**src/rtl/cpu_defs.sv**
```systemverilog
// ---------------------------------------------------------------------------
// cpu_defs
//   Shared CPU pipeline types used by the data-memory path.
//   - Word_t          : 32-bit data word.
//   - MemAccessReq_t  : load/store request issued by the execute stage
//                       {ce, we, addr[31:0], wdata[31:0], sel[3:0]}.
//   - DmemState_t     : data-memory responder FSM states.
//   Helper functions classify a request as a real access or a misaligned one.
// ---------------------------------------------------------------------------
package cpu_defs;

  typedef logic [31:0] Word_t;

  typedef struct packed {
    logic       ce;
    logic       we;
    Word_t      addr;
    Word_t      wdata;
    logic [3:0] sel;
  } MemAccessReq_t;

  typedef enum logic [1:0] {
    IDLE   = 2'd0,
    ACCESS = 2'd1,
    DONE   = 2'd2
  } DmemState_t;

  localparam logic [3:0] SEL_NONE  = 4'h0;
  localparam logic [3:0] BE_N_IDLE = 4'hF;

  // A request turns into an SRAM access only when enabled, selecting at least
  // one byte and word aligned.
  function automatic logic req_is_valid(input MemAccessReq_t r);
    return r.ce && (r.sel != SEL_NONE) && (r.addr[1:0] == 2'b00);
  endfunction

  // Enabled, selecting bytes, but not word aligned: rejected with a flag.
  function automatic logic req_is_misaligned(input MemAccessReq_t r);
    return r.ce && (r.sel != SEL_NONE) && (r.addr[1:0] != 2'b00);
  endfunction

endpackage

```
**src/rtl/cpu_dmem_sram_ctrl.sv**
```systemverilog
// ---------------------------------------------------------------------------
// cpu_dmem_sram_ctrl
//   Data-memory responder: services an EX-stage load/store on an external
//   asynchronous 32-bit SRAM, stalling the pipeline for the duration.
//
//   Parameters
//     ADDR_WIDTH   SRAM word-address width (byte address bits [ADDR_WIDTH+1:2])
//     WAIT_CYCLES  strobe cycles per access, legal 2..15
//
//   Ports
//     clk           system clock, rising edge
//     rst           synchronous active-low reset
//     req           MemAccessReq_t from EX
//     rdata         last read word (updated on completion of a read)
//     stall_req     pipeline hold, combinational from req and state
//     addr_err      misaligned request flag, combinational
//     sram_addr     SRAM word address (registered)
//     sram_data_o   write data to pad (registered)
//     sram_data_oe  pad drive enable, high = drive (registered)
//     sram_data_i   read data from pad
//     sram_ce_n/oe_n/we_n  active-low strobes (registered)
//     sram_be_n     active-low byte enables (registered)
// ---------------------------------------------------------------------------
module cpu_dmem_sram_ctrl
  import cpu_defs::*;
#(
  parameter int ADDR_WIDTH  = 20,
  parameter int WAIT_CYCLES = 2
) (
  input  logic                  clk,
  input  logic                  rst,
  input  MemAccessReq_t         req,
  output Word_t                 rdata,
  output logic                  stall_req,
  output logic                  addr_err,
  output logic [ADDR_WIDTH-1:0] sram_addr,
  output Word_t                 sram_data_o,
  output logic                  sram_data_oe,
  input  Word_t                 sram_data_i,
  output logic                  sram_ce_n,
  output logic                  sram_oe_n,
  output logic                  sram_we_n,
  output logic [3:0]            sram_be_n
);

  // Counter value of the final ACCESS cycle.
  localparam logic [3:0] LAST_CNT = 4'(WAIT_CYCLES - 1);

  DmemState_t            state_q, state_d;
  logic [3:0]            cnt_q, cnt_d;
  logic                  lat_we_q, lat_we_d;
  logic [ADDR_WIDTH-1:0] lat_addr_q, lat_addr_d;
  Word_t                 lat_wdata_q, lat_wdata_d;
  logic [3:0]            lat_be_n_q, lat_be_n_d;
  Word_t                 rdata_q, rdata_d;

  logic [ADDR_WIDTH-1:0] sram_addr_q, sram_addr_d;
  Word_t                 sram_data_o_q, sram_data_o_d;
  logic                  sram_data_oe_q, sram_data_oe_d;
  logic                  sram_ce_n_q, sram_ce_n_d;
  logic                  sram_oe_n_q, sram_oe_n_d;
  logic                  sram_we_n_q, sram_we_n_d;
  logic [3:0]            sram_be_n_q, sram_be_n_d;

  logic                  in_access_d;

  // Address bits above the SRAM window are deliberately ignored.
  if (ADDR_WIDTH < 30) begin : g_unused_addr
    logic unused_addr_hi;
    assign unused_addr_hi = ^req.addr[31:ADDR_WIDTH+2];
  end

  // Next-state, request latch and read-data capture.
  always_comb begin
    state_d     = state_q;
    cnt_d       = cnt_q;
    lat_we_d    = lat_we_q;
    lat_addr_d  = lat_addr_q;
    lat_wdata_d = lat_wdata_q;
    lat_be_n_d  = lat_be_n_q;
    rdata_d     = rdata_q;
    case (state_q)
      IDLE: begin
        if (req_is_valid(req)) begin
          state_d     = ACCESS;
          cnt_d       = 4'd0;
          lat_we_d    = req.we;
          lat_addr_d  = req.addr[ADDR_WIDTH+1:2];
          lat_wdata_d = req.wdata;
          lat_be_n_d  = ~req.sel;
        end else begin
          state_d = IDLE;
        end
      end
      ACCESS: begin
        if (cnt_q == LAST_CNT) begin
          state_d = DONE;
          cnt_d   = 4'd0;
          // The SRAM has had the full strobe window; sample the pad now.
          if (!lat_we_q) begin
            rdata_d = sram_data_i;
          end else begin
            rdata_d = rdata_q;
          end
        end else begin
          cnt_d = cnt_q + 4'd1;
        end
      end
      DONE: begin
        state_d = IDLE;
      end
      default: begin
        state_d = IDLE;
        cnt_d   = 4'd0;
      end
    endcase
  end

  // Pad values for the coming cycle, derived from the next state so that the
  // registered strobes line up with the ACCESS cycles themselves.
  always_comb begin
    in_access_d    = (state_d == ACCESS);
    sram_addr_d    = lat_addr_d;
    sram_data_o_d  = lat_wdata_d;
    sram_ce_n_d    = 1'b1;
    sram_oe_n_d    = 1'b1;
    sram_we_n_d    = 1'b1;
    sram_data_oe_d = 1'b0;
    sram_be_n_d    = BE_N_IDLE;
    if (in_access_d) begin
      sram_ce_n_d = 1'b0;
      sram_be_n_d = lat_be_n_d;
      if (lat_we_d) begin
        sram_data_oe_d = 1'b1;
        // Final cycle keeps data driven with WE released (hold time).
        sram_we_n_d    = (cnt_d < LAST_CNT) ? 1'b0 : 1'b1;
      end else begin
        sram_oe_n_d = 1'b0;
      end
    end else begin
      sram_ce_n_d = 1'b1;
    end
  end

  // Pipeline hold and misalignment flag.
  always_comb begin
    stall_req = 1'b0;
    addr_err  = 1'b0;
    if (state_q == IDLE) begin
      stall_req = req_is_valid(req);
      addr_err  = req_is_misaligned(req);
    end else if (state_q == ACCESS) begin
      stall_req = 1'b1;
    end else begin
      stall_req = 1'b0;
    end
  end

  // State, latch and pad registers with synchronous active-low reset.
  always_ff @(posedge clk) begin
    if (!rst) begin
      state_q        <= IDLE;
      cnt_q          <= 4'd0;
      lat_we_q       <= 1'b0;
      lat_addr_q     <= '0;
      lat_wdata_q    <= 32'h0000_0000;
      lat_be_n_q     <= BE_N_IDLE;
      rdata_q        <= 32'h0000_0000;
      sram_addr_q    <= '0;
      sram_data_o_q  <= 32'h0000_0000;
      sram_data_oe_q <= 1'b0;
      sram_ce_n_q    <= 1'b1;
      sram_oe_n_q    <= 1'b1;
      sram_we_n_q    <= 1'b1;
      sram_be_n_q    <= BE_N_IDLE;
    end else begin
      state_q        <= state_d;
      cnt_q          <= cnt_d;
      lat_we_q       <= lat_we_d;
      lat_addr_q     <= lat_addr_d;
      lat_wdata_q    <= lat_wdata_d;
      lat_be_n_q     <= lat_be_n_d;
      rdata_q        <= rdata_d;
      sram_addr_q    <= sram_addr_d;
      sram_data_o_q  <= sram_data_o_d;
      sram_data_oe_q <= sram_data_oe_d;
      sram_ce_n_q    <= sram_ce_n_d;
      sram_oe_n_q    <= sram_oe_n_d;
      sram_we_n_q    <= sram_we_n_d;
      sram_be_n_q    <= sram_be_n_d;
    end
  end

  assign rdata        = rdata_q;
  assign sram_addr    = sram_addr_q;
  assign sram_data_o  = sram_data_o_q;
  assign sram_data_oe = sram_data_oe_q;
  assign sram_ce_n    = sram_ce_n_q;
  assign sram_oe_n    = sram_oe_n_q;
  assign sram_we_n    = sram_we_n_q;
  assign sram_be_n    = sram_be_n_q;

endmodule

```
**config.mk**
```make
export PLATFORM = sky130hd
export DESIGN_NAME = cpu_dmem_sram_ctrl
export DESIGN_NICKNAME = d
export VERILOG_FILES = /design/src/rtl/cpu_defs.sv /design/src/rtl/cpu_dmem_sram_ctrl.sv
export SDC_FILE = /design/constraint.sdc
export NUM_CORES = 1
export LEC_CHECK = 0
export BUFFER_PORTS_ARGS = -buffer_cell sky130_fd_sc_hd__clkbuf_2
export CAP_MARGIN = 10
export CORE_ASPECT_RATIO = 0.7
export CORE_MARGIN = 2
export CORE_UTILIZATION = 40
export DETAILED_ROUTE_END_ITERATION = 6
export PLACE_DENSITY = 0.73
export SYNTH_ARGS = -nofsm -noshare
export SYNTH_HDL_FRONTEND = slang
export SYNTH_SLANG_ARGS = --single-unit
```
**constraint.sdc**
```tcl
create_clock -name clk -period 1.65 [get_ports clk]
set_clock_uncertainty 0.2 [all_clocks]
set_input_delay 0 -clock clk [delete_from_list [all_inputs] [get_ports clk]]
set_output_delay 0 -clock clk [all_outputs]
set_load 0.01 [all_outputs]
```
## Yosys cells after proc, flatten, opt, wreduce, memory -nomap -nowiden

Cells that the tools add are included.
Widths: inputs -> output; s select.

| cells by class | value |
|---|---|
| muxes and demuxes | 16 |
| equal/unequal tests | 4 |
| bitwise logic cells | 2 |
| $lt $le $gt $ge | 1 |
| reductions and logical operators | 11 |
| $add $sub $neg | 1 |

Operator list:

| cell | count |
|---|---|
| $mux 4 | 4 |
| $pmux 4 s3 | 1 |
| $mux 1 | 9 |
| $reduce_and 3->1 | 2 |
| $add 4x1->4 const B | 1 |
| $eq 2x1->1 const B | 2 |
| $eq 4x1->1 const B | 1 |
| $logic_not 2->1 | 2 |
| $lt 4x1->1 const B | 1 |
| $not 4->4 | 1 |
| $pmux 2 s2 | 1 |
| $reduce_and 2->1 | 2 |
| $reduce_bool 4->1 | 1 |
| $logic_and 1x1->1 | 3 |
| $eq 2x2->1 const B | 1 |
| $mux 2 | 1 |
| $reduce_bool 2->1 | 1 |
| $not 1->1 | 1 |

| word-level totals | value |
|---|---|
| register bits after elaboration | 103 |
| logic and storage cells | 47 |
| output and inout bits | 94 |
| input bits | 104 |

## Logic depth before layout (Yosys ltp)

Gate-level depths: netlist (run 1).

| logic depth | value |
|---|---|
| word-level depth | 7 |
| gate-level depth with buffers | 7 |
| mapped depth without buffers | 5 |

## Worst setup path after synthesis (run 1)

No wires, ideal clock.

| path | value |
|---|---|
| path kind | flip-flop to flip-flop |
| start | register state_q[1] |
| end | register sram_addr_q[0] (netlist: sram_addr[0]) |
| data arrival time | 1.499 ns |
| stages on the path, launching flop included | 8 |
| buffers on the path | 3 |
| slack | -0.181 ns |
| period minus slack after synthesis | 1.831 ns |
| cell sequence | dfxtp_1 -> nand2b_4 -> or4b_1 -> buf_2 -> buf_6 -> buf_6 -> nand2_1 -> a21oi_1 |

| on the way | value |
|---|---|
| longest elaborated chain between the ends | 2 |

RTL lines:

| what | line | text |
|---|---|---|
| from (decl) | cpu_dmem_sram_ctrl.sv:49 | `DmemState_t state_q, state_d;` |
| from (signal assigned) | cpu_dmem_sram_ctrl.sv:177 | `state_q <= state_d;` |
| $logic_not 2->1 | cpu_dmem_sram_ctrl.sv:82 | `case (state_q)` |
| $reduce_and 2->1 (no source line) | n/a |  |
| to (signal assigned) | cpu_dmem_sram_ctrl.sv:184 | `sram_addr_q <= sram_addr_d;` |
| to (decl) | cpu_dmem_sram_ctrl.sv:57 | `logic [ADDR_WIDTH-1:0] sram_addr_q, sram_addr_d;` |

Every way passes these cells.
A chain may end at the register's enable or synchronous reset.

## Worst setup path in the final report (run 1)

| path | value |
|---|---|
| start | register cnt_q[2] |
| end | register rdata_q[3] (netlist: rdata[3]) |

| on the way | value |
|---|---|
| longest elaborated chain between the ends | 2 |

RTL lines:

| what | line | text |
|---|---|---|
| from (decl) | cpu_dmem_sram_ctrl.sv:50 | `logic [3:0] cnt_q, cnt_d;` |
| from (signal assigned) | cpu_dmem_sram_ctrl.sv:178 | `cnt_q <= cnt_d;` |
| $eq 4x1->1 | cpu_dmem_sram_ctrl.sv:96 | `if (cnt_q == LAST_CNT) begin` |
| $reduce_and 3->1 (no source line) | n/a |  |
| to (signal assigned) | cpu_dmem_sram_ctrl.sv:183 | `rdata_q <= rdata_d;` |
| to (decl) | cpu_dmem_sram_ctrl.sv:55 | `Word_t rdata_q, rdata_d;` |

Every way passes these cells.

==> flow_summary.toml, run 1 <==
[drt]
drt-initial-drc-count = 225
ant_nets = 0
routed_wl_um = 14200
via_per_inst = 5.01
wl_per_cell_um = 16.2
drtPass1Iterations = 4
drc = 0
num_vias = 4411

[synth]
netlist_instances = 449
syn_area_per_cell_um2 = 8.29
synth_cell_types = 36
synthAdderAreaFrac_pct = 0
synth_edf_count = 0
synthSimpleGateAreaFrac_pct = 23.5
synth_compound_area_share_pct = 15.3
netlist_area_mm2 = 0.00372
synthXorXnorAreaFrac_pct = 0.235
synth-seq-cells = 103
yosys_most_used_dff = "dfxtp_1"
ys_seq_area_share_pct = 55.4
yosys_warnings = 0
syn-num-nets = 553
synth_top_family_by_area = "simple AND/OR/NAND/NOR gates"
synthArstFlopShare_pct = 0
synth_mux_area_share_pct = 0.538

[min_path]
worstHoldPathType = "input pin to flip-flop"
hold-path-cell-count = 5

[sta]
setup_violations = 99
finalCriticalPeriod_ns = 1.81
worst_pin_slew_ns = 0.484
rsz0062_at_grt = "yes"
fin_crit_sh_pct = 109
fin_ws_ns = -0.156
hold_slack_ns = 0.0784
max_slew_margin_pct = 67.7
slew_violations = 0
hold_violations = 0
fmax_mhz = 554

[setup_path]
rrSetupSlack_ns = -0.16
path_buf_inv = 1
startpoint = "cnt_q[2]"
worst_setup_path_start_kind = "flip-flop"
crit_chain = "or2_4 -> or4_4 -> clkbuf_16 -> nand2_1 -> a21oi_1"
path_delay_family = "simple AND/OR/NAND/NOR gates"
worstPathMaxFanout = 16
critPathArrivalTime_ns = 1.82
r2r-end = "rdata[3]"
reg2reg_depth = 5
max_stage_delay_ns = 0.55
critPathKind = "flip-flop to flip-flop"
critical_path_depth = 5
crit_path_end = "rdata[3]"
crit_slowest_cell = "or4_4"
crit_required_ns = 1.66
crit_path_end_kind = "flip-flop"
r2r_start = "cnt_q[2]"

[grt]
grt_pass1_vias = 4256
antenna_found_initial = 0
grt_max_degree = 40
grtUsageTotal_pct = 24.7
grt_pass1_wl_um = 19900
globalRoute.totalOverflow = 0

[die]
die_area_mm2 = 0.0101
start_util_pct = 41.0
die_y_um = 84.7
core_area_mm2 = 0.00907
pin_count = 198
rows = 29
fp.dieW_um = 119

[place]
gp_congestion = 0.862
io_buffers = 187
dpl_cell_area_mm2 = 0.00497
dpl_worst_slack_ns = -0.259
hpwl_um = 7560
placed_cells = 763

[clock_tree]
cts.sinks = 103
clockBufferDepth = 2
clkTransAtPathRegs_ns = 0.07
clockRootBuffer = "clkbuf_16"
cts_buffers = 9
htreeDepth = 3
clk_latency_ns = 0.34
cts_tree = "yes"

[pwr]
power_density_mw_per_mm2 = 826
power_leakage_nw = 2.89
power_mw = 5.57
ir_drop_v = 0.000773

[layout]
stdcell_count = 880
syn_to_final_growth_pct = 81.3
antennaDiodeCount = 0
drive_gt1_share_pct = 42.1
design_area_mm2 = 0.00675
fin_nets = 855

[outcome]
outcome = "complete, but fails checks"
violations = "setup timing"

[flow_run]
maxCapViolCount = 0
## layer usage
layer  track usage [%]  wire (um)  part of all wire (%)  vias up
met3              8.63       1160                   8.1       32
met5                 0          0                     0        -
met4              9.09        348                   2.4        0
met2              44.1       7320                    51      222
li1                  -          -                     -     2091
met1              27.4       5410                    38     2066
## worst min-delay path by stage
stage / start / end / slack (ns)
after floorplan: req[36] / stall_req / -0.11
after global placement: req[50] / sram_addr[12] / 0.02
after detailed placement: sram_data_i[27] / rdata[27] / 0.03
after CTS: req[2] / lat_be_n_q[2] / -0.26
after global routing: req[36] / state_q[0] / 0.08
final: req[36] / state_q[0] / 0.08
## placed cells by master (no fill, tap or decap), types with 7 or more instances in the layout
cell | Yosys | routed
nand2_1 | 177 | 147
nand2_2 | 0 | 13
nand2_4 | 0 | 17
a21oi_1 | 85 | 67
dlygate4sd3_1 | 0 | 90
clkbuf_16 | 0 | 14
dfxtp_1 | 103 | 97
clkbuf_2 | 0 | 186
buf_4 | 0 | 27
buf_6 | 4 | 7
a21oi_2 | 0 | 18
## Yosys cell counts, drive strengths merged (2+ instances only)
library cell | count | share of area, %
mux2i | 2 | 0.54
and2 | 2 | 0.34
inv | 5 | 0.50
o22ai | 2 | 0.34
nand2 | 177 | 18
nor4 | 5 | 1.4
o2111ai | 4 | 0.94
o41ai | 2 | 0.67
o211ai | 5 | 1.0
nor2 | 4 | 0.40
a21oi | 85 | 11
nand3 | 3 | 0.40
buf | 19 | 3.2
and3 | 3 | 0.50
clkbuf | 13 | 1.3
nand2b | 2 | 0.54
dfxtp | 103 | 55
## area by class of cell
| type | count | area (um2) |
|---|---|---|
| Clock buffer | 11 | 233 |
| Clock inverter | 5 | 82.6 |
| Fill cell | 628 | 2320 |
| Inverter | 5 | 18.8 |
| Multi-Input combinational cell | 309 | 1780 |
| Sequential cell | 103 | 2070 |
| Tap cell | 124 | 155 |
| Timing Repair Buffer | 323 | 2410 |
## tightest hold or removal path: stages
cell and delay, ns:
clkbuf_2 0.09, buf_4 0.12, o41ai_4 0.08, and3_4 0.16, buf_4 0.12
## stage by stage
stage / TNS (ns) / utilization [%]
floorplan: -8.84 / -
global placement: -13.63 / 54.8
detailed placement: -15.86 / 54.8
CTS: -6.08 / 70.0
global route: -14.77 / 74.4
finish: -9.82 / 74.4
## kinds of logic (layout without fill, tap and decap cells)
family,Yosys count,count (layout)
and+or+nand+nor,204,204
DFF,103,103
AOI/OAI and AO/OA,102,102
buffers and inverters,37,344
muxes,2,2
xor gates and xnor gates,1,1
## report_power, final
group / internal [mW] / total [mW] / switching, mW
Clock: 1.33 / 2.26 / 0.925
Sequential: 2.55 / 2.58 / 0.0370
Combinational: 0.407 / 0.735 / 0.328
Total: 4.28 / 5.57 / 1.29
## registers in the layout (all words and copies together), names as in the netlist
name,count
rdata,32
sram_data_o,32
sram_addr,20
cnt_q,4
lat_be_n_q,4
sram_be_n,4
state_q,2
lat_we_q,1
sram_ce_n,1
sram_data_oe,1
sram_oe_n,1
sram_we_n,1
## what timing repair did
| item | 4_1_cts | 5_1_grt |
|---|---|---|
| endpoints found under the setup margin | 99 | 101 |
| endpoints found under the hold margin | 101 | 2 |
| hold buffers | 89 | 1 |
| setup buffers | 3 | 0 |
| cloned | 2 | 6 |
| pin swaps | 2 | 23 |
| resized for setup | 20 | 70 |
Power figures use the tool's default switching activity.
==> inputs of run 2 (changes only) <==
Settings changed: PLACE_DENSITY 0.73 to 0.75.
==> run 2 against run 1 <==
Net effect: the run still ends with setup timing left; sequential share of layout area shrank 1.3 points; critical path depth stayed put; total power decreased by 0.60%; routed wire length up 6.6%; fmax decreased by 4.9%; largest cell class unchanged.
==> flow_summary.toml, run 2 (synthesis results as in run 1) <==
[die]
start_util_pct = 41.0
pin_count = 198
die_y_um = 84.7
fp.dieW_um = 119
rows = 29
die_area_mm2 = 0.0101
core_area_mm2 = 0.00907

[drt]
drc = 0
via_per_inst = 5.09
wl_per_cell_um = 17.0
num_vias = 4542
drtPass1Iterations = 4
ant_nets = 0
routed_wl_um = 15200
drt-initial-drc-count = 274

[outcome]
outcome = "complete, but fails checks"
violations = "setup timing"

[layout]
drive_gt1_share_pct = 44.5
nFillCells = 560
final_common_cell = "clkbuf_2"
stdcell_count = 892
fin_nets = 867
antennaDiodeCount = 0
syn_to_final_growth_pct = 88.9
layout_common_cells = "clkbuf_2, nand2_1, dfxtp_1"

[sta]
slew_violations = 0
max_slew_margin_pct = 68.0
tns_ns = -16.61
fin_ws_ns = -0.248
setup_violations = 101
hold_violations = 0
finalCriticalPeriod_ns = 1.90
rsz0062_at_grt = "yes"
worst_pin_slew_ns = 0.478
fmax_mhz = 527
fin_crit_sh_pct = 115

[grt]
globalRoute.totalOverflow = 0
grt_pass1_vias = 4458
grtUsageTotal_pct = 27.4
grt_pass1_wl_um = 21900
grt_max_degree = 49
antenna_found_initial = 0

[clock_tree]
cts_buffers = 9
clk_latency_ns = 0.34
cts_tree = "yes"
clockBufferDepth = 2
clockRootBuffer = "clkbuf_16"
htreeDepth = 3
cts.sinks = 103
clkTransAtPathRegs_ns = 0.07

[pwr]
power_density_mw_per_mm2 = 788
power_mw = 5.54
power_leakage_nw = 3.01
ir_drop_v = 0.000599

[flow_run]
maxCapViolCount = 0

[setup_path]
worstPathMaxFanout = 25
max_stage_delay_ns = 0.66
reg2reg_depth = 5
crit_slowest_cell = "or4b_4"
crit_required_ns = 1.65
worst_setup_path_start_kind = "flip-flop"
critPathKind = "flip-flop to flip-flop"
critical_path_depth = 5
path_buf_inv = 1
crit_chain = "nand2b_4 -> or4b_4 -> buf_12 -> nand2_1 -> a21oi_1"
path_delay_family = "simple AND/OR/NAND/NOR gates"
crit_path_end_kind = "flip-flop"
critPathArrivalTime_ns = 1.90

[place]
gp_congestion = 0.839
placed_cells = 760
io_buffers = 187
hpwl_um = 7440

[min_path]
hold-path-cell-count = 5
worstHoldPathType = "input pin to flip-flop"
-- run 2: final cells by class --
class | instances | area (um2) | share of cell area (%)
repair buffers | 335 | 2680 | 38.1
multi-input cells | 309 | 1820 | 25.8
clock buffers | 10 | 239 | 3.40
clock inverters | 6 | 60.1 | 0.854
flip-flops and latches | 103 | 2070 | 29.4
inverters | 5 | 18.8 | 0.267
well taps | 124 | 155 | 2.21
-- run 2: report_power, final --
| part | internal, mW | switching (mW) |
|---|---|---|
| logic | 0.456 | 0.370 |
| registers | 2.55 | 0.0404 |
| clock network | 1.21 | 0.918 |
| total | 4.21 | 1.33 |
-- run 2: worst paths after layout --
kind / start / endpoint / slack (ns)
worst max-delay path: state_q[1] / sram_data_o[10] / -0.25
worst min-delay path: req[36] / cnt_q[0] / 0.13
worst max register to register: state_q[1] / sram_data_o[10] / -0.25
worst min register to register: rdata[3] / rdata[3] / 0.25
-- run 2: per-stage QoR --
step	hold slack, ns	area, um2	setup slack [ns]	util (%)
6_report	0.130	7030	-0.248	77.5
5_1_grt	0.138	7030	-0.265	77.5
4_1_cts	0.0760	6660	-0.149	73.4
3_5_place_dp	0.0269	4980	-0.255	54.9
3_3_place_gp	0.0234	4980	-0.216	54.9
2_1_floorplan	-0.113	3760	-0.156	-
-- run 2: tightest hold or removal path, stage by stage --
cell and delay, ns:
clkbuf_2 0.10, buf_4 0.14, nor4_4 0.05, nor3b_1 0.18
o21a_1 0.16
-- run 2: per-layer routing --
metal  vias to the layer above  GRT usage [%]  wire [um]
met3                        38           7.88       1390
met4                         0           7.49        418
met5                         -              0          0
met2                       258           48.5       7420
li1                       2120              -          -
met1                      2126           32.8       5960
-- run 2: repair_timing --
item | CTS | global route
hold buffers | 90 | 0
endpoints found under the setup margin | 99 | 102
setup buffers | 10 | 3
pin swaps | 18 | 21
endpoints found under the hold margin | 101 | 0
resized for setup | 46 | 66
gates cloned | 8 | 5
